===== config.mk =====
export PLATFORM = sky130hd
export DESIGN_NAME = shift_unit_pipe
export DESIGN_NICKNAME = d
export VERILOG_FILES = /design/src/rtl/shift_unit_pipe.sv
export SDC_FILE = /design/constraint.sdc
export NUM_CORES = 1
export LEC_CHECK = 0
export CORE_UTILIZATION = 35
export CTS_BUF_LIST = sky130_fd_sc_hd__clkbuf_8 sky130_fd_sc_hd__clkbuf_16
export DETAILED_ROUTE_END_ITERATION = 6
export PLACE_DENSITY_LB_ADDON = 0.2
export SKIP_CTS_REPAIR_TIMING = 1
export SYNTH_ARGS = -nofsm -noshare
export SYNTH_HDL_FRONTEND = slang
export SYNTH_SLANG_ARGS = --single-unit

===== constraint.sdc =====
create_clock -name clk_i -period 2.45 [get_ports clk_i]
set_input_delay 0.49 -clock clk_i [delete_from_list [all_inputs] [get_ports clk_i]]
set_output_delay 0.49 -clock clk_i [all_outputs]
set_load 0.005 [all_outputs]

===== src/rtl/shift_unit_pipe.sv =====
// Pipelined multi-mode barrel shifter: one register stage per shift-amount bit,
// LSB stage first, with carry/zero flags and a valid/ready handshake.
module shift_unit_pipe #(
  parameter  int WIDTH = 32,
  localparam int SHW   = $clog2(WIDTH)
) (
  input  logic             clk_i,
  input  logic             rst_ni,
  input  logic             valid_i,
  output logic             ready_o,
  input  logic [WIDTH-1:0] bus_i,
  input  logic [SHW-1:0]   shift_i,
  input  logic [2:0]       mode_i,
  output logic             valid_o,
  input  logic             ready_i,
  output logic [WIDTH-1:0] bus_o,
  output logic             carry_o,
  output logic             zero_o
);

  localparam int STAGES = SHW;

  localparam logic [2:0] M_SLL = 3'd0;
  localparam logic [2:0] M_SRL = 3'd1;
  localparam logic [2:0] M_SRA = 3'd2;
  localparam logic [2:0] M_ROL = 3'd3;
  localparam logic [2:0] M_ROR = 3'd4;

  // One stage step: shift/rotate d by s when en is set; returns {carry, data}.
  // Carry is taken from this stage's input so the last non-zero stage wins.
  function automatic logic [WIDTH:0] shift_step(
    input logic [WIDTH-1:0] d,
    input logic [2:0]       mode,
    input logic             c,
    input logic             en,
    input logic [SHW-1:0]   s
  );
    logic signed [WIDTH-1:0] ds;
    logic [SHW-1:0]          il;
    logic [SHW-1:0]          ir;
    logic [WIDTH-1:0]        r;
    logic                    co;
    ds = d;
    il = SHW'(0) - s;
    ir = s - SHW'(1);
    r  = d;
    co = c;
    if (en) begin
      case (mode)
        M_SLL: begin r = d << s;               co = d[il]; end
        M_SRL: begin r = d >> s;               co = d[ir]; end
        M_SRA: begin r = ds >>> s;             co = d[ir]; end
        M_ROL: begin r = (d << s) | (d >> il); co = d[il]; end
        M_ROR: begin r = (d >> s) | (d << il); co = d[ir]; end
        default: ;
      endcase
    end
    return {co, r};
  endfunction

  logic [WIDTH-1:0] data_p  [STAGES];
  logic [SHW-1:0]   rem_p   [STAGES];
  logic [2:0]       mode_p  [STAGES];
  logic             carry_p [STAGES];
  logic             vld_p   [STAGES];

  logic [WIDTH-1:0] data_in  [STAGES];
  logic [SHW-1:0]   rem_in   [STAGES];
  logic [2:0]       mode_in  [STAGES];
  logic             carry_in [STAGES];
  logic             vld_in   [STAGES];

  logic [WIDTH-1:0] data_n  [STAGES];
  logic [SHW-1:0]   rem_n   [STAGES];
  logic [2:0]       mode_n  [STAGES];
  logic             carry_n [STAGES];
  logic             vld_n   [STAGES];

  logic [WIDTH:0]   step;
  logic             advance;

  assign advance = !vld_p[STAGES-1] || ready_i;
  assign ready_o = advance;

  always_comb begin
    data_in[0]  = bus_i;
    rem_in[0]   = shift_i;
    mode_in[0]  = mode_i;
    carry_in[0] = 1'b0;
    vld_in[0]   = valid_i;
    for (int k = 1; k < STAGES; k++) begin
      data_in[k]  = data_p[k-1];
      rem_in[k]   = rem_p[k-1];
      mode_in[k]  = mode_p[k-1];
      carry_in[k] = carry_p[k-1];
      vld_in[k]   = vld_p[k-1];
    end
  end

  always_comb begin
    step = '0;
    for (int k = 0; k < STAGES; k++) begin
      step       = shift_step(data_in[k], mode_in[k], carry_in[k], rem_in[k][0],
                              SHW'(1) << k);
      data_n[k]  = step[WIDTH-1:0];
      carry_n[k] = step[WIDTH];
      rem_n[k]   = rem_in[k] >> 1;
      mode_n[k]  = mode_in[k];
      vld_n[k]   = vld_in[k];
    end
  end

  // Stage registers: the whole pipe moves together or holds together.
  always_ff @(posedge clk_i) begin
    if (!rst_ni) begin
      for (int k = 0; k < STAGES; k++) begin
        data_p[k]  <= '0;
        rem_p[k]   <= '0;
        mode_p[k]  <= '0;
        carry_p[k] <= 1'b0;
        vld_p[k]   <= 1'b0;
      end
    end else if (advance) begin
      for (int k = 0; k < STAGES; k++) begin
        vld_p[k] <= vld_n[k];
        if (vld_n[k]) begin
          data_p[k]  <= data_n[k];
          rem_p[k]   <= rem_n[k];
          mode_p[k]  <= mode_n[k];
          carry_p[k] <= carry_n[k];
        end
      end
    end
  end

  assign valid_o = vld_p[STAGES-1];
  assign bus_o   = data_p[STAGES-1];
  assign carry_o = carry_p[STAGES-1];
  assign zero_o  = vld_p[STAGES-1] && (data_p[STAGES-1] == '0);

endmodule


==> out/results.ini, run 1 <==
[run_status]
status=finished clean

[synthesis]
synth-seq-cells=192
synth-seq-area-share=0.544
avgSynthCellArea_um2=10.9
ys_warn_count=0
yosysUniqueCellTypes=58
synthCells=970
synth_fp_nets=1014
synth_area_um2=10600

[global_routing]
grt_pass1_vias=7657
grt_max_degree=79
overflow=0
track_usage=0.163
grt_pass1_wl_um=40200
antenna_found_initial=0

[clock_network]
cts_tree=done
clock-sinks=192
cts_buffers=17
clk_latency_ns=0.45
htree_num_levels=4
path_clk_slew_ns=0.08
root_buffer=clkbuf_16
clk_path_buf_depth=2

[die]
io_pins=80
die_y_um=176
die_x_um=176
rows=63
dieArea_um2=31000
core_um2=29700
initial_core_util=0.356

[finish]
finalNetCount=1060
drive_above_1_share=0.131
mostFrequentLayoutCell=edfxtp_1
final_area_um2=12500
antenna_cells=0
final_cell_mix=edfxtp_1 (192), a21oi_1 (156), o21ai_0 (133)
area_delta_synth_final_pct=17.9
utilization=0.420

[sta]
finalHoldViolations=0
slew_headroom=0.275
rsz0062_at_grt=false
hold_ws_ns=0.523
worstMarginPinSlew_ns=1.09
period_share=0.930
fin_crit_ns=2.28
setup_viol=0
max_freq_mhz=439
drv_slew=0
setup_slack_ns=0.172
finClkSkew_ns=0.0249

[power]
p_leak_uw=0.00422
switching_share=0.290
intPower_uw=6000
pwr-share-clk=0.327
power_density_nw_per_um2=676
pwr-share-seq=0.502
switchingPower_uw=2450
ir_drop_mv=0.433
total_power_uw=8450
comb_power_share=0.171

[placed_design]
place_congestion=0.888
hpwlAfterDp_um=17700
port_buffers=79
dpl_cell_area_um2=11800
post-place-ws_ns=-0.216

[critical_path]
r2r-start=mode_p[0][4]$_SDFFCE_PP0P_
reg2reg_slack_ns=0.32
start_kind=input port
cp-startpoint=ready_i
critical_path_arrival_ns=1.79
end_kind=output port
cp.required_ns=1.96
path_max_fanout=6
crit_type=input port to output port

[route]
firstDrtPassIters=5
drc=0
vias_per_cell=5.62
drt_iter0_markers=662
ant_nets=0
wirelength_um=24800
vias=7971
avgRoutedWirePerCell_um=17.5

[hold_path]
hold_class=flop to flop
hp-start=rem_p[0][3]$_SDFFCE_PP0P_

[job]
maxCapViolations=0

layer usage:
metal / wire length [um] / share of wire / track usage
met1: 10800 / 0.43 / 0.198
met2: 12400 / 0.50 / 0.284
met3: 1050 / 0.042 / 0.0325
met4: 611 / 0.025 / 0.0645
met5: 0 / 0 / 0
metrics by stage:
stage	TNS (ns)	std cells
6_report	0	1419
5_1_grt	0	1419
4_1_cts	-0.343	1417
3_5_place_dp	-6.06	1385
3_3_place_gp	-6.21	1385
2_1_floorplan	0	970
sequential cells by signal (all words and copies together), names as in the netlist:
signal,flops
data_p,160
mode_p,12
rem_p,10
carry_p,5
vld_p,5
cell families after synthesis:
logic type                 Yosys count  share of synthesized area
AOI/OAI and AO/OA                  478                      0.276
xor gates and xnor gates             4                    0.00508
adders and majority gates            6                    0.00567
buffers and inverters              102                     0.0516
DFF                                192                      0.544
muxes                               47                     0.0470
and+or+nand+nor                    141                     0.0703
Yosys cell counts, drive strengths merged:
master    n  area share
a21boi    3      0.0035
nor4      6      0.0035
inv       5      0.0018
a21oi   161       0.079
a221oi    8      0.0066
or2       4      0.0024
xor2      1     0.00083
buf      51       0.033
nor4b     1     0.00083
mux2i    25       0.024
a311oi    1     0.00083
a31oi    13      0.0077
nand3    17      0.0080
o211a     1      0.0017
nand2b    7      0.0041
edfxtp  192        0.54
or3       2      0.0012
nand3b    1     0.00071
o211ai    1      0.0012
clkbuf   46       0.017
maj3      6      0.0057
nand2    42       0.015
a21o      8      0.0057
o22a      6      0.0050
o22ai    14      0.0083
and3      6      0.0035
nand4     2      0.0012
nor3      1     0.00047
o21ai   154       0.075
nor3b     1     0.00071
or4       1      0.0011
a22oi    70       0.050
nand4b    1     0.00083
o32ai    25       0.021
mux2     22       0.023
o221ai    8      0.0066
o221a     2      0.0021
and2     23       0.016
xnor2     3      0.0043
nor2     19      0.0067
o21a      3      0.0021
nor2b     7      0.0041
worst paths after layout:
kind / depth (start not counted) / endpoint
min reg2reg: 1 / rem_p[0][6]$_SDFFCE_PP0P_
max reg2reg: 4 / data_p[0][72]$_SDFFCE_PP0P_
max: 4 / ready_o
min: 1 / rem_p[0][6]$_SDFFCE_PP0P_
final cells by class:
cell class,instances,area [um^2]
clock buffers,17,425
clock inverters,15,188
fillers,2830,17200
inverters,5,18.8
multi-input cells,676,4340
flip-flops and latches,192,5770
well taps,390,488
repair buffers,124,1270
critical path: stages:
cell             delay (ns)
clkdlybuf4s50_1        0.46
nand2b_1               0.17
buf_4                  0.16
clkdlybuf4s50_1        0.50
power by group through the flow:
stage	registers, uW	logic [uW]	clock network (uW)
after CTS	4230	1440	2830
final	4240	1450	2760
after global routing	4270	1600	2940
after global placement	4300	1430	0
after floorplan	4180	1030	0
after detailed placement	4300	1430	0
Power figures use the tool's default switching activity.
==> run 2: changes to the inputs <==
CTS_BUF_LIST = not set   (was sky130_fd_sc_hd__clkbuf_8 sky130_fd_sc_hd__clkbuf_16)
==> results of run 2 <==
No change in the layout: final DEF, timing and power equal those of run 1.
